## config.mk

```make
export PLATFORM = sky130hd
export DESIGN_NAME = uart_loader
export DESIGN_NICKNAME = d
export VERILOG_FILES = /design/src/rtl/uart_pkg.sv /design/src/rtl/toggle_to_pulse.sv /design/src/rtl/uart_loader.sv
export SDC_FILE = /design/constraint.sdc
export NUM_CORES = 1
export LEC_CHECK = 0
export ABC_AREA = 1
export CORE_MARGIN = 2
export CORE_UTILIZATION = 25
export DETAILED_ROUTE_END_ITERATION = 16
export PLACE_DENSITY_LB_ADDON = 0.2
export SLEW_MARGIN = 20
export SYNTH_ARGS = -nofsm -noshare
export SYNTH_HDL_FRONTEND = slang
export SYNTH_SLANG_ARGS = --single-unit
```

## constraint.sdc

```tcl
create_clock -name clk -period 1.9 [get_ports clk]
set_clock_uncertainty 0.1 [all_clocks]
set_input_delay 0.285 -clock clk [delete_from_list [all_inputs] [get_ports clk]]
set_output_delay 0.285 -clock clk [all_outputs]
set_load 0.005 [all_outputs]
```

## src/rtl/uart_pkg.sv

```systemverilog
// uart_pkg: shared types and constants for the UART program loader
package uart_pkg;
  typedef enum logic [1:0] {HDR_LO, HDR_HI, DATA, DONE} loader_state_t;
  localparam int WORD_BYTES  = 4;
  localparam int COUNT_WIDTH = 16;
endpackage

```

## src/rtl/toggle_to_pulse.sv

```systemverilog
// toggle_to_pulse: turns a toggle-per-event handshake into a one-cycle pulse
module toggle_to_pulse (
  input  logic clk,
  input  logic rst,
  input  logic toggle,
  output logic pulse
);
  logic prev_q, prev_d;
  // Track the last toggle level; during reset the pulse is masked so it cannot fire
  always_comb begin
    prev_d = toggle;
    pulse  = (toggle ^ prev_q) & ~rst;
  end
  // Reset also loads the current level, so leaving reset never creates an edge
  always_ff @(posedge clk) prev_q <= prev_d;
endmodule

```

## src/rtl/uart_loader.sv

```systemverilog
// uart_loader: frames UART bytes into a word count plus little-endian words written to instruction memory
module uart_loader
  import uart_pkg::*;
#(
  parameter int ADDR_WIDTH = 10
) (
  input  logic                  clk,
  input  logic                  rst,
  input  logic                  rx_update,
  input  logic [7:0]            rx_byte,
  output logic                  mem_we,
  output logic [ADDR_WIDTH-1:0] mem_addr,
  output logic [31:0]           mem_wdata,
  output logic                  cpu_rst,
  output logic                  done
);
  logic                   strobe;
  loader_state_t          state_q, state_d;
  logic [COUNT_WIDTH-1:0] count_q, count_d;
  logic [ADDR_WIDTH-1:0]  addr_q, addr_d, mem_addr_q, mem_addr_d;
  logic [1:0]             idx_q, idx_d;
  logic [31:0]            shift_q, shift_d, mem_wdata_q, mem_wdata_d;
  logic                   mem_we_q, mem_we_d, cpu_rst_q, cpu_rst_d, done_q, done_d;

  toggle_to_pulse u_t2p (.clk(clk), .rst(rst), .toggle(rx_update), .pulse(strobe));

  // Next-state and datapath decode; nothing moves without a byte strobe
  always_comb begin
    state_d     = state_q;
    count_d     = count_q;
    addr_d      = addr_q;
    idx_d       = idx_q;
    shift_d     = shift_q;
    mem_we_d    = 1'b0;
    mem_addr_d  = mem_addr_q;
    mem_wdata_d = mem_wdata_q;
    if (strobe) begin
      case (state_q)
        HDR_HI: begin
          count_d = {rx_byte, count_q[7:0]};
          addr_d  = '0;
          idx_d   = '0;
          state_d = (count_d == '0) ? DONE : DATA;
        end
        DATA: begin
          shift_d = {rx_byte, shift_q[31:8]};
          idx_d   = idx_q + 2'd1;
          if (idx_q == 2'(WORD_BYTES - 1)) begin
            mem_we_d    = 1'b1;
            mem_wdata_d = shift_d;
            mem_addr_d  = addr_q;
            addr_d      = addr_q + 1'b1;
            count_d     = count_q - 1'b1;
            state_d     = (count_d == '0) ? DONE : DATA;
          end
        end
        default: begin
          count_d = {count_q[COUNT_WIDTH-1:8], rx_byte};
          state_d = HDR_HI;
        end
      endcase
    end
    cpu_rst_d = state_d != DONE;
    done_d    = state_d == DONE;
  end

  // FSM, datapath and registered outputs
  always_ff @(posedge clk) begin
    if (rst) begin
      state_q     <= HDR_LO;
      count_q     <= '0;
      addr_q      <= '0;
      idx_q       <= '0;
      shift_q     <= '0;
      mem_we_q    <= 1'b0;
      mem_addr_q  <= '0;
      mem_wdata_q <= '0;
      cpu_rst_q   <= 1'b1;
      done_q      <= 1'b0;
    end else begin
      state_q     <= state_d;
      count_q     <= count_d;
      addr_q      <= addr_d;
      idx_q       <= idx_d;
      shift_q     <= shift_d;
      mem_we_q    <= mem_we_d;
      mem_addr_q  <= mem_addr_d;
      mem_wdata_q <= mem_wdata_d;
      cpu_rst_q   <= cpu_rst_d;
      done_q      <= done_d;
    end
  end

  assign mem_we    = mem_we_q;
  assign mem_addr  = mem_addr_q;
  assign mem_wdata = mem_wdata_q;
  assign cpu_rst   = cpu_rst_q;
  assign done      = done_q;
endmodule

```

==> results of run 1 <==
-- kinds of logic (layout without fill, tap and decap cells) --
logic type	Yosys count	count (layout)
simple gates	274	274
fa+ha+maj	6	6
flops	100	100
xor+xnor	2	2
buf+inv	72	171
compound gates	140	140
-- power by group through the flow --
stage	combinational, mW	sequential (mW)	clock (mW)
after global placement	0.582	2.20	0
after global routing	0.728	2.16	1.93
after floorplan	0.348	2.20	0
after detailed placement	0.580	2.20	0
after CTS	0.586	2.16	1.85
final	0.651	2.16	1.79
-- per-layer routing --
layer | track usage | vias to the layer above | part of all wire
li1 | - | 2119 | -
met1 | 0.193 | 1885 | 0.50
met2 | 0.219 | 75 | 0.45
met3 | 0.0231 | 10 | 0.036
met4 | 0.0544 | 0 | 0.016
met5 | 0 | - | 0
-- final cells by class --
type,instances,share of cell area
well taps,225,0.0475
repair buffers,108,0.165
flip-flops and latches,100,0.340
clock inverters,4,0.00549
clock buffers,11,0.0426
multi-input cells,422,0.369
inverters,48,0.0317
-- repair_timing --
item	4_1_cts	5_1_grt
setup endpoints to repair	3	14
hold buffers	0	0
hold endpoints to repair	0	0
buffers inserted	0	4
pin swaps	0	2
resized for setup	5	42
-- state kept, by name, summed over array words and instances (netlist names) --
signal / count
shift_q: 24
mem_addr: 10
addr_q: 10
idx_q: 2
state_q: 2
cpu_rst: 1
mem_wdata: 32
count_q: 16
done: 1
mem_we: 1
u_t2p.prev_q: 1
-- cell usage in the layout, fill, tap and decap left out, drive strengths merged, types with 2 or more instances in the layout --
cell type and count:
clkbuf 11, buf 54, nor3 7, a22oi 2, o22ai 4, nand3 16
nor2 107, ha 6, a21oi 63, nand2 141, a31oi 2, inv 50
xor2 2, dfxtp 100, clkdlybuf4s50 54, o21ai 66
-- path summary, 6_finish.rpt --
check	to	cells after the start	startpoint	slack (ns)
worst max-delay path	addr_q[9]	12	state_q[0]	0.12
worst min-delay path	mem_wdata[8]	2	rst	0.15
worst max register to register	addr_q[9]	12	state_q[0]	0.12
worst min register to register	idx_q[0]	1	idx_q[0]	0.36
-- per-stage QoR --
stage                      util  hold WS [ns]  power, mW  std cells  TNS, ns
after global placement    0.318         0.354       2.79        899   -12.70
after global routing      0.345         0.149       4.82        918   -0.111
after CTS                 0.335         0.127       4.59        914        0
final                     0.345         0.152       4.60        918        0
after detailed placement  0.318         0.354       2.78        899   -13.41
after floorplan               -         0.213       2.54        594        0
==> out/results.txt, run 1 <==
Status: completed
Max-cap violations: 0
EDFF count, synth: 0
Fraction of registers with async set or reset after synthesis: 0
Net Sw Frac: 0.269
Area of the multi-input gates: 2190 µm²
First-pass GRT wire length: 20400 µm
Iteration-0 DRC Markers: 294
Worst Path Arrival: 1.97 ns
Seq/Total Area, Yosys: 0.458
Largest net degree at the start of global routing: 34
CTS tree: yes
Hold WC Path Type: in -> reg
Fillcell total: 1873
Clock buffer depth: 2
Avg WL per Cell: 13.6 µm
Row Count: 48
Post-synthesis compound-gate area fraction: 0.178
Comb pwr share: 0.142
Fin crit share: 0.938
Leakage: 2.45 nW
Slowest stage delay, CP: 0.35 ns
Share of layout cells above drive strength 1: 0.212
Yosys cell types: 36
Sequential cell area: 2010 µm²
Critical path's slowest cell: dfxtp_4
Startpoint types: register
Max VDD drop: 422 µV
Post-synthesis mux area share: 0
Vias in the first global route: 4028
First-pass iteration count of the detailed router: 5
Crit path max-delay family: simple AND/OR/NAND/NOR gates
Clock share of power: 0.389
Sequential share of power: 0.470
Worst-Margin Slew: 0.352 ns
Crit end category: register
Main synth FF type: dfxtp_1
Placed inst area: 5450 µm²
Final #Nets: 706
Synth Instances: 594
Final GP Congestion: 0.866
Initial antenna violation count: 0
RSZ-0062 raised after global routing: yes
Yosys warns: 0
Clk root buf: clkbuf_16
Hold Fails Final Rpt: 0
CTS clock-pin slew for the worst setup and hold paths: 0.07 ns
Worst setup margin: 0.117 ns
CTS sink count: 100
Routed wire length: 12500 µm
Psw: 1.24 mW
Die Ht: 136 µm
Synth-to-Final Area Change: 35.7%
Internal power: 3.36 mW
Synth Area in Adders: 0.0172
Post-route cell area: 5930 µm²
Top-count cell post-synth: nand2_1
Crit Path Max Fanout: 6
Vias per cell: 4.45
Initial Utilization: 0.254
Most frequent cells after synthesis: 125 x nand2_1, 101 x nor2_1, 100 x dfxtp_1
CTS H-tree lvls: 3
Syn_nets: 611
I/O Pins: 56
Slew Viols, Final: 0
Setup Viol. Count Final: 0
Flops & latches, synth: 100
Diodes inserted: 0
Final HPWL DP: 9300 µm
Number of buffer and inverter stages on the critical path: 2
Total CTS buffers: 9
Power density over the cells: 775 nW/µm²
CP Data Required Time: 2.09 ns
Place WS: -0.276 ns
CP Class: reg -> reg
Synth area leader: dfxtp_1
Max Fclk: 561 MHz
Detail Route Antenna Nets: 0
Largest family of logic cells by synthesized area: simple AND/OR/NAND/NOR gates
Synth Area in XOR/XNOR: 0.00401
Post-Syn Area: 4370 µm²
Core area: 17200 µm²
Final routed DRC violation total: 0
Clock Latency Late Sink: 0.35 ns
Tmin final: 1.78 ns
Die extent in x: 136 µm
Slew headroom: 0.765
Post-Synth Simple-Gate Area: 0.269
Die footprint: 18500 µm²
Total global-route track usage: 0.140
Critical-path cell list: inv_2 -> ha_4 -> buf_6 -> o21ai_2 -> nand2_2 -> nor2_4 -> nand2_4 -> nor2_4 -> nand3_4 -> o21ai_2 -> nand2_1 -> nor2_1
Global route total overflow: 0
Mean Syn Cell Area: 7.35 µm²
I/O Buffers: 55
Via count: 4089
Top post-synthesis cells by area: dfxtp_1 46%, nand2_1 11%, nor2_1 8.7%
Top cell type's share of synthesized area: 0.458
Note: power is estimated with default switching activity, not from simulation.
==> inputs of run 2 (changes only) <==
CORE_MARGIN = 4   (was 2)
PLACE_DENSITY = 0.43   (was not set)
PLACE_DENSITY_LB_ADDON = not set   (was 0.2)
==> out/results.txt, run 2 (synthesis results as in run 1) <==
Status: completed
Fin crit share: 0.964 (+0.0259)
Vias in the first global route: 4066 (+0.94%)
Comb pwr share: 0.150 (+0.008)
Share of layout cells above drive strength 1: 0.208 (-0.00433)
First-pass iteration count of the detailed router: 4 (-1)
I/O Buffers: 55 (unchanged)
CP Data Required Time: 2.09 ns (about the same)
Clock share of power: 0.387 (-0.002)
RSZ-0062 raised after global routing: yes
Hold WC Path Type: in -> reg
Crit Path Max Fanout: 3 (-3)
Core area: 17200 µm² (+0.35%)
Post-route cell area: 5930 µm² (about the same)
Crit end category: register
Clock buffer depth: 2 (unchanged)
Total CTS buffers: 9 (unchanged)
CTS H-tree lvls: 3 (unchanged)
Max VDD drop: 483 µV (+14%)
R2R depth: 15 (+3)
Via count: 4085 (-0.098%)
Largest net degree at the start of global routing: 33 (-2.9%)
Detail Route Antenna Nets: 0 (unchanged)
Initial Utilization: 0.253 (-0.000886)
Final routed DRC violation total: 0 (unchanged)
Hold Fails Final Rpt: 0 (unchanged)
Die extent in x: 140 µm (+2.9%)
Worst Hold Depth: 3 (+1)
Final #Nets: 705 (-0.14%)
Max Fclk: 546 MHz (-2.7%)
CTS clock-pin slew for the worst setup and hold paths: 0.07 ns (about the same)
CTS tree: yes
Die footprint: 19700 µm² (+6.0%)
Worst Setup SP: count_q[1]
Final Core Density: 0.344 (-0.00142)
Max FFs per register: 32 (unchanged)
Net Sw Frac: 0.284 (+0.0142)
Synth-to-Final Area Change: 35.7% (about the same)
Leakage: 2.45 nW (about the same)
Global route total overflow: 0 (unchanged)
Setup TNS: 0 ns (unchanged)
Hold Crit Start: rst
Final GP Congestion: 0.847 (-2.2%)
Setup Viol. Count Final: 0 (unchanged)
Iteration-0 DRC Markers: 206 (-30%)
Slew Viols, Final: 0 (unchanged)
Worst-Margin Slew: 0.416 ns (+0.0639 ns)
Vias per cell: 4.45 (about the same)
Total global-route track usage: 0.128 (-0.0119)
First-pass GRT wire length: 20400 µm (about the same)
R2r startpoint: count_q[1]
Diodes inserted: 0 (unchanged)
Final HPWL DP: 9260 µm (-0.41%)
Commonest non-fill, non-tap cell in the layout: nand2_1
Avg WL per Cell: 13.6 µm (+0.24%)
Commonest non-fill, non-tap cells in the layout: 118 x nand2_1, 99 x dfxtp_1, 87 x nor2_1
Internal power: 3.35 mW (-0.30%)
Slew headroom: 0.722 (-0.0429)
Overall Power: 4.67 mW (+1.7%)
Initial antenna violation count: 0 (unchanged)
Max-cap violations: 0 (unchanged)
Power density over the cells: 789 nW/µm² (+1.7%)
Placed inst area: 5480 µm² (+0.46%)
Die Ht: 140 µm (+2.9%)
CP Class: reg -> reg
Startpoint types: register
Tmin final: 1.83 ns (+0.0492 ns)
I/O Pins: 56 (unchanged)
Clk root buf: clkbuf_16
Sequential share of power: 0.463 (-0.007)
CTS sink count: 100 (unchanged)
Psw: 1.33 mW (+7.0%)
R2R Setup Slk: 0.07 ns (-0.05 ns)
Worst Path Arrival: 2.02 ns (+0.05 ns)
Routed wire length: 12500 µm (+0.24%)
Clock Latency Late Sink: 0.35 ns (about the same)
Row Count: 48 (unchanged)
[run 2: repair_timing]
item                                    in CTS  in global routing
gates resized for setup                      6                 37
pin swaps                                    0                 15
hold buffers                                 0                  0
endpoints found under the setup margin       9                 22
buffers inserted                             0                  3
[run 2: power groups by stage]
| stage | Combinational (mW) | Clock (mW) | Sequential [mW] |
|---|---|---|---|
| after floorplan | 0.348 | 0 | 2.20 |
| after global placement | 0.617 | 0 | 2.20 |
| after detailed placement | 0.615 | 0 | 2.20 |
| after CTS | 0.630 | 1.88 | 2.16 |
| after global routing | 0.787 | 1.96 | 2.17 |
| final | 0.703 | 1.81 | 2.16 |
[run 2: critical path: stages (launching register included)]
cell,delay [ns]
dfxtp_2,0.34
inv_2,0.09
ha_4,0.17
buf_6,0.11
nand2_2,0.05
nand2_2,0.07
nand2_1,0.06
nor2_1,0.09
nand2_1,0.06
nor2_1,0.09
nand3_1,0.08
nor2_1,0.11
nand2_1,0.10
nand2_2,0.10
nand2_2,0.07
nor2_1,0.08
[run 2: layout make-up]
type,instances,area [µm²]
inverter,48,185
fill,1829,11300
multi-input combinational,422,2170
timing repair buffer,107,993
clock inverter,7,65.1
tap,225,282
sequential,100,2000
clock buffer,9,225
[run 2: metal layers]
layer	up-vias	share of wire	GRT usage	wire length, µm
li1	2111	-	-	-
met4	0	0.0090	0.0260	113
met2	73	0.45	0.200	5590
met5	-	0	0	0
met3	7	0.044	0.0376	557
met1	1894	0.50	0.178	6260
[run 2: through the flow]
step	worst slack, ns	cells	hold WS [ns]
finish	0.0680	918	0.205
global placement	-0.188	899	0.355
CTS	0.00781	915	0.196
detailed placement	-0.222	899	0.356
floorplan	0.160	594	0.213
global route	-0.0750	918	0.213
[run 2: path summary, 6_finish.rpt]
check                       end
hold / removal       state_q[0]
setup / recovery           done
hold reg to reg   mem_wdata[12]
setup reg to reg           done
==> inputs of run 3 (changes only) <==
SKIP_CTS_REPAIR_TIMING = 1   (was not set)
==> out/results.txt, run 3 (synthesis results as in run 1) <==
Row Count: 48 (unchanged)
Hold Crit Start: rst
Die extent in x: 140 µm (unchanged)
Max VDD drop: 482 µV (-0.21%)
Critical path's slowest cell: dfxtp_4
Placed inst area: 5480 µm² (unchanged)
Commonest non-fill, non-tap cell in the layout: nand2_1
Net Sw Frac: 0.285 (+0.000957)
Diodes inserted: 0 (unchanged)
Post-route cell area: 5940 µm² (+0.25%)
Vias in the first global route: 4060 (-0.15%)
Die footprint: 19700 µm² (unchanged)
Clock buffer depth: 2 (unchanged)
Final routed DRC violation total: 0 (unchanged)
Power density over the cells: 788 nW/µm² (about the same)
Max Fclk: 545 MHz (-0.19%)
Max FFs per register: 32 (unchanged)
Routed wire length: 12600 µm (+0.38%)
First-pass GRT wire length: 20300 µm (-0.20%)
Status: completed
CTS H-tree lvls: 3 (unchanged)
Psw: 1.33 mW (+0.52%)
Crit Path Max Fanout: 3 (unchanged)
R2R depth: 15 (unchanged)
RSZ-0062 raised after global routing: yes
Comb pwr share: 0.152 (+0.002)
CP Class: reg -> reg
CTS tree: yes
Worst Hold Depth: 3 (unchanged)
Slowest stage delay, CP: 0.36 ns (+0.02 ns)
Commonest non-fill, non-tap cells in the layout: 118 x nand2_1, 99 x dfxtp_1, 87 x nor2_1
Clk root buf: clkbuf_16
Max-cap violations: 0 (unchanged)
Setup Viol. Count Final: 0 (unchanged)
CP Data Required Time: 2.09 ns (about the same)
R2r startpoint: count_q[1]
Worst reg2reg endpoint: done
I/O Buffers: 55 (unchanged)
Synth-to-Final Area Change: 36.0%
Slew Viols, Final: 0 (unchanged)
Sequential share of power: 0.463 (about the same)
Clock Latency Late Sink: 0.35 ns (about the same)
Detail Route Antenna Nets: 0 (unchanged)
Slew headroom: 0.735 (+0.0132)
Overall Power: 4.68 mW (+0.18%)
Share of layout cells above drive strength 1: 0.207 (-0.00114)
Final #Nets: 704 (-0.14%)
Clock share of power: 0.386 (about the same)
CTS clock-pin slew for the worst setup and hold paths: 0.07 ns (about the same)
Internal power: 3.35 mW (about the same)
Iteration-0 DRC Markers: 203 (-1.5%)
Worst Path Arrival: 2.03 ns (about the same)
Initial Utilization: 0.253 (unchanged)
Critical-path cell list: inv_4 -> ha_4 -> buf_6 -> nand2_2 -> nand2_2 -> nand2_1 -> nor2_1 -> nand2_1 -> nor2_1 -> nand3_1 -> nor2_1 -> nand2_1 -> nand2_2 -> nand2_2 -> nor2_1
Initial antenna violation count: 0 (unchanged)
Worst-Margin Slew: 0.396 ns (-0.0198 ns)
Core area: 17200 µm² (unchanged)
Hold Fails Final Rpt: 0 (unchanged)
Fin crit share: 0.966 (+0.00181)
Hold WC Path Type: in -> reg
Crit end category: register
Tmin final: 1.84 ns (+0.00345 ns)
Hold Crit Endpoint: state_q[0]
Total CTS buffers: 9 (unchanged)
First-pass iteration count of the detailed router: 4 (unchanged)
R2R Setup Slk: 0.06 ns (about the same)
Leakage: 2.45 nW (about the same)
Largest net degree at the start of global routing: 33 (unchanged)
Global route total overflow: 0 (unchanged)
Die Ht: 140 µm (unchanged)
Via count: 4075 (-0.24%)
Avg WL per Cell: 13.7 µm (+0.48%)
Final GP Congestion: 0.847 (unchanged)
Vias per cell: 4.44 (-0.14%)
CTS sink count: 100 (unchanged)
Final HPWL DP: 9260 µm (unchanged)
Startpoint types: register
I/O Pins: 56 (unchanged)
Total global-route track usage: 0.128 (-0.000214)
run 3: worst max-delay path by stage:
stage | startpoint | endpoint | slack, ns | cells after the start
after global placement | rx_update | cpu_rst | -0.19 | 12
final | count_q[1] | done | 0.06 | 15
after detailed placement | rx_update | addr_q[9] | -0.22 | 12
after CTS | count_q[1] | done | -0.08 | 14
after floorplan | state_q[0] | count_q[2] | 0.16 | 8
after global routing | count_q[1] | state_q[0] | -0.08 | 15
run 3: through the flow:
| stage | util | instances | TNS, ns | worst slack [ns] | hold WS (ns) |
|---|---|---|---|---|---|
| global placement | 0.318 | 899 | -9.86 | -0.188 | 0.355 |
| detailed placement | 0.318 | 899 | -12.40 | -0.222 | 0.356 |
| CTS | 0.335 | 915 | -0.562 | -0.0763 | 0.196 |
| global route | 0.345 | 917 | -0.177 | -0.0769 | 0.213 |
| finish | 0.345 | 917 | 0 | 0.0645 | 0.204 |
| floorplan | - | 594 | 0 | 0.160 | 0.213 |
run 3: layout make-up:
cell class              count  area (µm²)
flip-flops and latches    100        2010
multi-input cells         422        2190
clock inverters             7        65.1
repair buffers            106         986
well taps                 225         282
fillers                  1824       11300
inverters                  48         188
clock buffers               9         225
run 3: routing by layer:
| layer | up-vias | GRT usage | routed length [µm] |
|---|---|---|---|
| met5 | - | 0 | 0 |
| met4 | 0 | 0.0260 | 114 |
| met3 | 8 | 0.0376 | 531 |
| met2 | 75 | 0.200 | 5590 |
| met1 | 1884 | 0.177 | 6340 |
| li1 | 2108 | - | - |
run 3: critical path: cells and delay by family (launching register included):
kind	cells	cell delay (ns)
buffers and inverters	2	0.18
flip-flops	1	0.36
adder cells (fa/ha/maj)	1	0.17
AND/OR/NAND/NOR	12	0.97
run 3: power by group through the flow:
stage	logic (mW)	registers (mW)	clock network [mW]
4_1_cts	0.620	2.16	1.88
5_1_grt	0.792	2.17	1.96
2_1_floorplan	0.348	2.20	0
3_3_place_gp	0.617	2.20	0
6_report	0.710	2.17	1.81
3_5_place_dp	0.615	2.20	0
